File: config.mk
export PLATFORM = sky130hd
export DESIGN_NAME = if_fetch_stage
export DESIGN_NICKNAME = d
export VERILOG_FILES = /design/src/rtl/if_pkg.sv /design/src/rtl/pc_next_sel.sv /design/src/rtl/if_fetch_stage.sv
export SDC_FILE = /design/constraint.sdc
export NUM_CORES = 1
export LEC_CHECK = 0
export ABC_AREA = 1
export CAP_MARGIN = 20
export CELL_PAD_IN_SITES_DETAIL_PLACEMENT = 1
export CELL_PAD_IN_SITES_GLOBAL_PLACEMENT = 2
export CORE_MARGIN = 2
export CORE_UTILIZATION = 29
export DETAILED_ROUTE_END_ITERATION = 12
export HOLD_SLACK_MARGIN = 0.12
export PLACE_DENSITY = 0.86
export SLEW_MARGIN = 20
export SYNTH_ARGS = -nofsm -noshare
export SYNTH_HDL_FRONTEND = slang
export SYNTH_HIERARCHICAL = 1
export SYNTH_SLANG_ARGS = --single-unit
File: constraint.sdc
create_clock -name CLOCK -period 8.35 [get_ports CLOCK]
set_clock_uncertainty 0.05 [all_clocks]
set_input_delay 0.835 -clock CLOCK [delete_from_list [all_inputs] [get_ports CLOCK]]
set_output_delay 0.835 -clock CLOCK [all_outputs]
set_load 0.02 [all_outputs]
File: src/rtl/if_pkg.sv
// Shared types and defaults for the instruction-fetch stage.
package if_pkg;

  typedef enum logic [1:0] {
    FETCH = 2'd0,
    HOLD  = 2'd1,
    REDIR = 2'd2
  } fetch_state_t;

  // IF_inJUMP: 10/11 are reserved and behave like JUMP_NONE
  localparam logic [1:0] JUMP_NONE  = 2'b00;
  localparam logic [1:0] JUMP_J     = 2'b01;
  localparam logic [1:0] RJUMP_NONE = 2'b00;

  localparam logic [31:0] DEF_NOP_WORD = 32'h0000_0000;
  localparam logic [31:0] DEF_RESET_PC = 32'h0000_0000;

endpackage

File: src/rtl/pc_next_sel.sv
// Next-PC selection: redirect target priority mux and the PC+4 adder.
module pc_next_sel
  import if_pkg::*;
(
  input  logic [31:0] pc,
  input  logic        pcsrc,
  input  logic [31:0] baddress,
  input  logic [1:0]  jump,
  input  logic [31:0] jumpaddress,
  input  logic [1:0]  rjump,
  input  logic [31:0] jraddress,
  output logic [31:0] pc_add4,
  output logic [31:0] target,
  output logic        redir_req
);

  assign pc_add4 = pc + 32'd4;

  // Register jumps outrank direct jumps, which outrank conditional branches.
  always_comb begin
    target    = baddress;
    redir_req = 1'b0;
    if (rjump != RJUMP_NONE) begin
      target    = jraddress;
      redir_req = 1'b1;
    end else if (jump == JUMP_J) begin
      target    = jumpaddress;
      redir_req = 1'b1;
    end else if (pcsrc) begin
      target    = baddress;
      redir_req = 1'b1;
    end
  end

endmodule

File: src/rtl/if_fetch_stage.sv
// Instruction-fetch stage with IF/ID register, ready-handshake imem port and redirect handling.
// Build option: define IF_FLUSH_EN to squash the word fetched in a redirect cycle (no delay slot).
module if_fetch_stage
  import if_pkg::*;
#(
  parameter logic [31:0] RESET_PC = DEF_RESET_PC,
  parameter logic [31:0] NOP_WORD = DEF_NOP_WORD
) (
  input  logic        CLOCK,
  input  logic        RESET,
  input  logic        IF_inPCWRITE,
  input  logic        IF_inIFIDWRITE,
  input  logic        IF_inPCSRC,
  input  logic [31:0] IF_inBADDRESS,
  input  logic [1:0]  IF_inJUMP,
  input  logic [31:0] IF_inJUMPADDRESS,
  input  logic [1:0]  IF_inRJUMP,
  input  logic [31:0] IF_inJRADDRESS,
  output logic        IF_outIMEMREQ,
  output logic [31:0] IF_outIMEMADDR,
  input  logic        IF_inIMEMREADY,
  input  logic [31:0] IF_inIMEMDATA,
  output logic [31:0] IFID_ORDER,
  output logic [31:0] IFID_PCADD4,
  output logic        IF_outBUSY
);

  fetch_state_t state, state_n;
  logic [31:0]  pc, pc_n;
  logic [31:0]  skid, skid_n;
  logic [31:0]  pend, pend_n;
  logic         pend_hold, pend_hold_n;
  logic [31:0]  order_n, pcadd4_n;
  logic [31:0]  pc_add4, target;
  logic         redir_req, adv, redir;

  pc_next_sel u_pc_next_sel (
    .pc          (pc),
    .pcsrc       (IF_inPCSRC),
    .baddress    (IF_inBADDRESS),
    .jump        (IF_inJUMP),
    .jumpaddress (IF_inJUMPADDRESS),
    .rjump       (IF_inRJUMP),
    .jraddress   (IF_inJRADDRESS),
    .pc_add4     (pc_add4),
    .target      (target),
    .redir_req   (redir_req)
  );

  assign adv   = IF_inPCWRITE & IF_inIFIDWRITE;
  assign redir = adv & redir_req;

  // Request drops asynchronously with RESET so an in-flight fetch is abandoned at once.
  assign IF_outIMEMREQ  = ~RESET & (state != HOLD);
  assign IF_outIMEMADDR = pc;
  assign IF_outBUSY     = (state != FETCH);

  always_ff @(posedge CLOCK or posedge RESET) begin
    if (RESET) begin
      state <= FETCH;
    end else begin
      state <= state_n;
    end
  end

  always_comb begin
    state_n     = state;
    pc_n        = pc;
    skid_n      = skid;
    pend_n      = pend;
    pend_hold_n = pend_hold;
    order_n     = IFID_ORDER;
    pcadd4_n    = IFID_PCADD4;
    case (state)
      FETCH: begin
        if (IF_inIMEMREADY) begin
          if (adv) begin
            pc_n     = redir ? target : pc_add4;
            order_n  = IF_inIMEMDATA;
            pcadd4_n = pc_add4;
`ifdef IF_FLUSH_EN
            if (redir) begin
              order_n  = NOP_WORD;
              pcadd4_n = 32'd0;
            end
`endif
          end else begin
            skid_n  = IF_inIMEMDATA;
            state_n = HOLD;
          end
        end else if (redir) begin
          pend_n   = target;
          order_n  = NOP_WORD;
          pcadd4_n = 32'd0;
          state_n  = REDIR;
        end else if (adv) begin
          order_n  = NOP_WORD;
          pcadd4_n = 32'd0;
        end
      end
      HOLD: begin
        if (adv) begin
          order_n  = skid;
          pcadd4_n = pc_add4;
`ifdef IF_FLUSH_EN
          if (redir) begin
            order_n  = NOP_WORD;
            pcadd4_n = 32'd0;
          end
`endif
          // A deferred REDIR target (delay slot parked in skid) is applied on exit.
          pc_n        = redir ? target : (pend_hold ? pend : pc_add4);
          pend_hold_n = 1'b0;
          state_n     = FETCH;
        end
      end
      REDIR: begin
        if (redir) pend_n = target;
        if (IF_inIMEMREADY) begin
`ifdef IF_FLUSH_EN
          pc_n    = pend_n;
          state_n = FETCH;
`else
          if (adv) begin
            order_n  = IF_inIMEMDATA;
            pcadd4_n = pc_add4;
            pc_n     = pend_n;
            state_n  = FETCH;
          end else begin
            skid_n      = IF_inIMEMDATA;
            pend_hold_n = 1'b1;
            state_n     = HOLD;
          end
`endif
        end
      end
      default: state_n = FETCH;
    endcase
  end

  always_ff @(posedge CLOCK or posedge RESET) begin
    if (RESET) begin
      pc          <= RESET_PC;
      skid        <= 32'd0;
      pend        <= 32'd0;
      pend_hold   <= 1'b0;
      IFID_ORDER  <= NOP_WORD;
      IFID_PCADD4 <= 32'd0;
    end else begin
      pc          <= pc_n;
      skid        <= skid_n;
      pend        <= pend_n;
      pend_hold   <= pend_hold_n;
      IFID_ORDER  <= order_n;
      IFID_PCADD4 <= pcadd4_n;
    end
  end

endmodule

Yosys cells after proc, flatten, opt, wreduce, memory -nomap -nowiden
Cells that the tools add are included.
- register bits after elaboration: 163
- latch bits: 0
- RAM bits: 0
- bits in read-only memories: 0
- input port bits: 138
- output and inout bits: 98
- memories: 0
- $add $sub $neg: 1
- multipliers: 0
- div/mod/pow operators: 0
- $lt $le $gt $ge: 0
- equality and inequality tests: 14
- shifts and indexed selects: 0
- muxes and demuxes: 39
- bitwise logic cells: 5
- reductions and logical operators: 14
- operator list (operator ; count):
    $mux W32 ; 21
    $pmux W32 S3 ; 3
    $pmux W32 S2 ; 1
    $add A32 B3 Y32 const B ; 1
    $ne A2 B2 Y1 const B ; 7
    $reduce_and A4 Y1 ; 3
    $mux W2 ; 5
    $reduce_bool A2 Y1 ; 4
    $mux W1 ; 7
    $ne A3 B3 Y1 const B ; 2
    $pmux W2 S3 ; 1
    $reduce_and A3 Y1 ; 2
    $reduce_and A6 Y1 ; 1
    $eq A2 B1 Y1 const B ; 2
    $ne A4 B4 Y1 const B ; 1
    $and A1 B1 Y1 ; 3
    $reduce_bool A3 Y1 ; 1
    $eq A2 B2 Y1 const B ; 1
    $logic_not A2 Y1 ; 1
    $ne A2 B1 Y1 const B ; 1
    $not A1 Y1 ; 2
    $pmux W1 S2 ; 1
    $reduce_and A2 Y1 ; 1
    $reduce_or A2 Y1 ; 1

Logic depth before layout (Yosys ltp)
Gate-level depths: netlist of the first run.
- depth after elaboration: 8
- mapped depth: 16

Modules after synthesis
Netlist of the first run, hierarchy kept.
- by module, submodules not included (module ; instances ; cells an instance ; area each (um2) ; sequential area each (um2)):
    if_fetch_stage ; 1 ; 1327 ; 9039.9 ; 4078.9
    pc_next_sel ; 1 ; 316 ; 1510.2 ; 0.0

Least setup slack after synthesis of the first run
OpenSTA, ideal clock, no wires.
- path type: input port to flip-flop
- from: input port IF_inRJUMP[1]
- to: register pc[0], in the netlist IF_outIMEMADDR[0]
- arrival time: 2.271 ns
- required time: 8.234 ns
- path slack: 5.963 ns
- cell stages on the path: 14
- path through: nor2_1 > buf_2 > buf_2 > nand2_1 > buf_2 > nand3_2 > buf_2 > buf_2 > nand2_1 > nand2_1 > nand2_1 > nand3_1 > nand2_1 > nand2_1
- longest elaborated chain between the ends: 7
- elaborated cells between the ends (all ways): 13
- classes of those cells: mux (11); bitwise (1); reduce/logical (1)
- RTL lines (what ; RTL line ; text):
    from (decl) ; if_fetch_stage.sv:17 ; input logic [1:0] IF_inRJUMP,
    $reduce_bool A2 Y1 * ; pc_next_sel.sv:23 ; if (rjump != RJUMP_NONE) begin
    $mux W1 * ; pc_next_sel.sv:23 ;
    named net redir_req ; if_fetch_stage.sv:35 ; logic redir_req, adv, redir;
    $and A1 B1 Y1 * ; if_fetch_stage.sv:51 ; assign redir = adv & redir_req;
    $mux W32, on equally long branches ; if_fetch_stage.sv:118, if_fetch_stage.sv:78 ;
    $mux W32, on equally long branches ; if_fetch_stage.sv:124, if_fetch_stage.sv:77 ;
    $mux W32, on equally long branches ; if_fetch_stage.sv:119, if_fetch_stage.sv:76 ;
    $pmux W32 S3 * ; if_fetch_stage.sv:74 ; case (state)
    to (signal assigned) ; if_fetch_stage.sv:150 ; pc <= pc_n;
    to (decl) ; if_fetch_stage.sv:29 ; logic [31:0] pc, pc_n;
The timed path passes the listed nets; every way through them passes the cells marked *. The select of a mux whose other input is x is not followed.
A chain may end at the register's enable or synchronous reset.

Final worst setup path of the first run
- from: input port IF_inIFIDWRITE
- to: register IFID_ORDER[0]
- longest elaborated chain between the ends: 5
- elaborated cells between the ends (all ways): 10
- classes of those cells: eq/ne (2); mux (5); bitwise (2); reduce/logical (1)
- RTL lines (what ; RTL line ; text):
    from (decl) ; if_fetch_stage.sv:12 ; input logic IF_inIFIDWRITE,
    $and A1 B1 Y1 * ; if_fetch_stage.sv:50 ; assign adv = IF_inPCWRITE & IF_inIFIDWRITE;
    $and A1 B1 Y1 ; if_fetch_stage.sv:51 ;
    $mux W32 ; if_fetch_stage.sv:91 ; end else if (redir) begin
    $mux W32 ; if_fetch_stage.sv:76 ; if (IF_inIMEMREADY) begin
    $pmux W32 S3 ; if_fetch_stage.sv:74 ;
    to (signal assigned) ; if_fetch_stage.sv:154 ; IFID_ORDER <= order_n;
    to (decl) ; if_fetch_stage.sv:23 ; output logic [31:0] IFID_ORDER,
Mark *: on every way between the ends. The rest lies on a longest branch, timed or not. The select of a mux whose other input is x is not followed.

==> impl_metrics.tcl, run 1 <==
set metrics [dict create \
    timing.setup.tns_ps 0 \
    num-fill-cells 4529 \
    criticalPathCategory "input pin to flip-flop" \
    ys_ff_latch 163 \
    row_count 69 \
    drc 0 \
    finalCriticalPeriod_ps 4380 \
    met1_usage 0.2679 \
    post_cts_buffers 0 \
    synth_cells 1643 \
    grt_overflow 0 \
    place_hpwl_um 27480 \
    grt_pass1_vias 11735 \
    synth.area.top_cells "dfrtp_1, nand2_1, nor2_1" \
    route.vias.total 11317 \
    die_height_um 194.7 \
    wl_per_cell_um 17.38 \
    setup_viol 0 \
    via_per_inst 4.955 \
    die_w_um 194.7 \
    start_util 0.2959 \
    cts_tree "done" \
    holdPathEnd "IFID_ORDER[12]" \
    grt_usage 0.2124 \
    r2r_setup_slack_ps 4500 \
    portBuffers 235 \
    htreeDepth 4 \
    slew_violations 0 \
    grt_pass1_wl_um 63910 \
    cts_root_buffer "clkbuf_16" \
    postSynthAreaPerCell_um2 6.421 \
    clk_pin_slew_ps 80 \
    peakVddDrop_uv 189.4 \
    cts_buffers 17 \
    antenna_found_initial 0 \
    grt_max_degree 92 \
    crit_path_end_kind "flip-flop" \
    clock_path_buffers 2 \
    drive_gt1_frac 0.05047 \
    numClockSinks 163 \
    cts_hold_buf 0 \
    synth_top_cell_by_area "dfrtp_1" \
    antennaDiodeCount 0 \
    synth_cell_types 34 \
    worstPathMaxFanout 43 \
    wl_um 39700 \
    die-area_um2 37920 \
    rr_worst_depth 8 \
    required_ps 8630 \
    syn_to_final_growth_pct 30.68 \
    tightest_slew_ps 1093 \
    rr_endpoint "IFID_ORDER[0]" \
    hold_depth 2 \
    fin_crit_sh 0.5246 \
    final_nets 1953 \
    cp.arrival_ps 4660 \
    busiest_layer "met2" \
    final_core_util 0.3867 \
    syn_area_um2 10550 \
    core_um2 35660 \
    post_cts_resize_count 0 \
    worstHoldStart "IFID_ORDER[12]" \
    ys_warn_count 6 \
    slew_headroom 0.2714 \
    worst_hold_path_type "flip-flop to flip-flop" \
    rsz0062_at_grt "false" \
    synth.top_cell.area_share 0.3866 \
    drt_pass1_iterations 4 \
    finalHoldViolCount 0 \
    io_pins 236 \
    clock_latency_ps 450 \
    fmax_mhz 228.3 \
    gr-usage-met2 0.3802 \
    yosysSeqAreaShare 0.3866 \
    status "finished clean" \
    max-cap-violations 0 \
    whs_ps 435.1 \
    crit_path_start_kind "input pin" \
    syn-num-nets 1786 \
    gp_congestion 0.8219 \
    ant_nets 0 \
    startpoint "IF_inIFIDWRITE" \
    p_leak_nw 6.798 \
    powerDensity_nw_per_um2 366.8 \
    drt_iter0_drc 545 \
    worstReg2RegStart "state[0]" \
    gr-usage-met3 0.03696 \
]
[critical path, cell delays in order]
cell and delay (ps):
clkdlybuf4s50_1 470, buf_4 340, nand2_4 400, nand2_1 240
nand2_2 450, a21oi_4 940, nand2_2 660, nand2_1 210
nand2_1 70
[sequential cells by signal, indices dropped and copies added (netlist names)]
signal and count:
IFID_ORDER 32, IFID_PCADD4 32, IF_outIMEMADDR 32, pend 32, skid 32, state 2
pend_hold 1
[cells by family after synthesis]
family,after synthesis,synth area share
buffers and inverters,195,0.07804
multiplexers,1,0.001067
XOR/XNOR,15,0.01245
adder cells (fa/ha/maj),5,0.005930
flip-flops,163,0.3866
AO/OA/AOI/OAI,168,0.09725
AND/OR/NAND/NOR,1096,0.4186
[area by class of cell]
type	count	area (µm²)	area share
multi-input combinational	1285	5690	0.4127
sequential	163	4080	0.2959
timing repair buffer	253	2495	0.1810
tap	461	576.8	0.04184
clock buffer	18	439.2	0.03185
inverter	90	342.8	0.02487
clock inverter	14	162.7	0.01180
[how the worst max path moves through the flow]
stage,end
2_1_floorplan,IFID_ORDER[0]
3_3_place_gp,IFID_ORDER[6]
3_5_place_dp,IFID_ORDER[0]
4_1_cts,IFID_ORDER[0]
5_1_grt,IFID_ORDER[0]
6_report,IFID_ORDER[0]
[metal layers]
| layer | up-vias | part of all wire | wire length [µm] |
|---|---|---|---|
| met5 | - | 0 | 0 |
| li1 | 5541 | - | - |
| met2 | 157 | 0.51 | 20140 |
| met3 | 26 | 0.031 | 1250 |
| met4 | 0 | 0.013 | 509 |
| met1 | 5593 | 0.45 | 17800 |
[metrics by stage]
step           instance area (µm²)  power (W)  std cells  worst slack, ps
2_1_floorplan                10550   0.003226       1643             3060
3_3_place_gp                 13170   0.004182       2251             3334
3_5_place_dp                 13170   0.004268       2251             3177
4_1_cts                      13770   0.005113       2283             3632
5_1_grt                      13790   0.005508       2284             3679
6_report                     13790   0.005058       2284             3970
[synthesized netlist by cell type, drive strengths merged]
master / number
clkbuf: 38
nor2: 270
xnor2: 4
nand2: 740
inv: 89
o22ai: 63
or2: 1
clkinv: 1
xor2: 11
o21ai: 2
ha: 5
a31oi: 65
dfrtp: 163
mux2: 1
nand3b: 8
o211ai: 1
nor3b: 1
a31o: 1
nand4: 33
nand3: 41
a21oi: 36
and2: 2
buf: 67
[placed cells by master (no fill, tap or decap), types with 7 or more instances in the layout]
cell type and count:
inv_1 86, nor2_4 8, nor2_1 254, nand3b_1 8, a31oi_1 65, nand2_1 730, nor2_2 8, o22ai_1 63
nand3_1 38, a21oi_1 33, nand4_1 33, xor2_1 11, buf_4 17, clkdlybuf4s50_1 235, nand2_2 7, clkbuf_16 17
dfrtp_1 162
[power by group]
part | switching (W) | internal [W] | total [W]
Sequential | 0.000340 | 0.00114 | 0.00148
Combinational | 0.00174 | 0.00102 | 0.00276
Clock | 0.000404 | 0.000411 | 0.000815
No activity file was read; power rests on OpenSTA's default activity.
==> inputs of run 2 (changes only) <==
--- a/config.mk
+++ b/config.mk
@@ -10,10 +10,10 @@
 export CELL_PAD_IN_SITES_DETAIL_PLACEMENT = 1
 export CELL_PAD_IN_SITES_GLOBAL_PLACEMENT = 2
 export CORE_MARGIN = 2
-export CORE_UTILIZATION = 29
+export CORE_UTILIZATION = 27
 export DETAILED_ROUTE_END_ITERATION = 12
 export HOLD_SLACK_MARGIN = 0.12
-export PLACE_DENSITY = 0.86
+export PLACE_DENSITY = 0.81
 export SLEW_MARGIN = 20
 export SYNTH_ARGS = -nofsm -noshare
 export SYNTH_HDL_FRONTEND = slang
==> constraint.sdc (replaced) <==
create_clock -name CLOCK -period 4.35 [get_ports CLOCK]
set_clock_uncertainty 0.05 [all_clocks]
set_input_delay 0.435 -clock CLOCK [delete_from_list [all_inputs] [get_ports CLOCK]]
set_output_delay 0.435 -clock CLOCK [all_outputs]
set_load 0.02 [all_outputs]
==> impl_metrics.tcl, run 2 (synthesized netlist as in run 1, its figures left out) <==
set metrics [dict create \
    rr_worst_depth 12 \
    seqPwrFrac 0.283 \
    power.share.clock 0.165 \
    die_w_um 201.7 \
    cts_root_buffer "clkbuf_16" \
    drive_gt1_frac 0.05355 \
    gp_congestion 0.8407 \
    worstReg2RegStart "state[0]" \
    peakVddDrop_uv 309.1 \
    rr_endpoint "IFID_ORDER[0]" \
    cts_hold_buf 0 \
    holdPathEnd "IFID_ORDER[26]" \
    antenna_found_initial 1 \
    drt_pass1_iterations 4 \
    numClockSinks 163 \
    rsz0062_at_grt "false" \
    swShare 0.4882 \
    final_nets 1960 \
    start_util 0.2730 \
    clock_path_buffers 2 \
    wl_per_cell_um 17.19 \
    row_count 72 \
    portBuffers 235 \
    drc 0 \
    hold_depth 2 \
    wl_um 40380 \
    max-cap-violations 0 \
    internal_power_w 0.005025 \
    crit_path_start_kind "flip-flop" \
    fmax_mhz 345.0 \
    slew_violations 0 \
    place_hpwl_um 27550 \
    core_um2 38650 \
    layout_commonest_cell "nand2_1" \
    die_height_um 201.7 \
    route.vias.total 11319 \
    grt_pass1_wl_um 65120 \
    drt_iter0_drc 434 \
    powerDensity_nw_per_um2 704.8 \
    grt_usage 0.2015 \
    worst_hold_path_type "flip-flop to flip-flop" \
    fin_crit_sh 0.6662 \
    grt_overflow 0 \
    setup_viol 0 \
    p_leak_nw 6.832 \
    syn_to_final_growth_pct 32.06 \
    post_cts_buffers 0 \
    tightest_slew_ps 1050 \
    finalHoldViolCount 0 \
    cts_buffers 17 \
    most-common-layout-cells "nand2_1, nor2_1, clkdlybuf4s50_1" \
    crit_path_end_kind "output port" \
    ant_nets 0 \
    clk_pin_slew_ps 70 \
    design_area_um2 13930 \
    criticalPathCategory "flip-flop to output port" \
    r2r_setup_slack_ps 1690 \
    timing.setup.tns_ps 0 \
    cts_tree "done" \
    cp.arrival_ps 2410 \
    io_pins 236 \
    required_ps 3870 \
    comb_power_share 0.553 \
    post_cts_resize_count 0 \
    grt_max_degree 164 \
    worstHoldStart "IFID_ORDER[26]" \
    worstPathMaxFanout 35 \
    via_per_inst 4.819 \
    grt_pass1_vias 11882 \
    finalCriticalPeriod_ps 2898 \
    htreeDepth 4 \
    p_sw_w 0.004794 \
    slew_headroom 0.3002 \
    clock_latency_ps 450 \
    die-area_um2 40670 \
    dpl_cell_area_um2 13300 \
    status "finished clean" \
]
run 2: changes by cell type in the layout (fill, tap and decap cells not counted), moves of 2 or more:
| cell | change |
|---|---|
| clkinvlp_4 | +2 |
| buf_4 | +6 |
| clkinv_4 | -2 |
| inv_8 | +2 |
| clkinv_8 | -2 |
run 2: area by class of cell:
| cell class | instances | area, µm² |
|---|---|---|
| fillers | 4870 | 24720 |
| flip-flops and latches | 163 | 4080 |
| well taps | 518 | 648.1 |
| inverters | 90 | 341.6 |
| clock inverters | 15 | 181.4 |
| clock buffers | 17 | 425.4 |
| repair buffers | 260 | 2572 |
| multi-input cells | 1285 | 5680 |
| diodes | 1 | 2.502 |
run 2: worst max-delay path by stage:
stage,from,end,slack [ps],depth (start not counted)
2_1_floorplan,RESET,IFID_ORDER[0],1790,1
3_3_place_gp,IF_inJUMP[1],IF_outIMEMADDR[12],1140,12
3_5_place_dp,IF_inJUMP[1],IF_outIMEMADDR[5],1090,14
4_1_cts,state[1],IF_outIMEMREQ,1420,5
5_1_grt,IF_inJUMP[0],IF_outIMEMADDR[22],1260,15
6_report,state[1],IF_outIMEMREQ,1450,5
run 2: metrics by stage:
| step | power [W] | utilization | setup WS (ps) | instances | hold slack (ps) |
|---|---|---|---|---|---|
| CTS | 0.009954 | 0.3597 | 1416 | 2347 | 427.0 |
| global route | 0.01070 | 0.3605 | 1261 | 2349 | 447.3 |
| floorplan | 0.006193 | - | 1794 | 1643 | 428.9 |
| detailed placement | 0.008270 | 0.3440 | 1086 | 2315 | 408.6 |
| finish | 0.009820 | 0.3605 | 1452 | 2349 | 420.6 |
| global placement | 0.008127 | 0.3440 | 1142 | 2315 | 403.8 |
run 2: critical path, cell delays in order (launching register included):
cell and delay (ps):
dfrtp_1 420, inv_1 90, ha_1 260, buf_4 510, nor2_1 100, clkdlybuf4s50_1 560
run 2: power groups by stage:
stage	registers, W	logic (W)	clock network (W)
5_1_grt	0.00287	0.00610	0.00173
3_3_place_gp	0.00278	0.00534	0
6_report	0.00277	0.00543	0.00162
3_5_place_dp	0.00280	0.00547	0
4_1_cts	0.00278	0.00551	0.00167
2_1_floorplan	0.00304	0.00315	0
run 2: metal layers:
layer	share of wire	vias to the layer above	track usage	wire length [µm]
met5	0	-	0	0
met4	0.021	0	0.06066	850
met3	0.034	38	0.03709	1377
met2	0.49	159	0.3474	19680
met1	0.46	5567	0.2558	18470
li1	-	5555	-	-
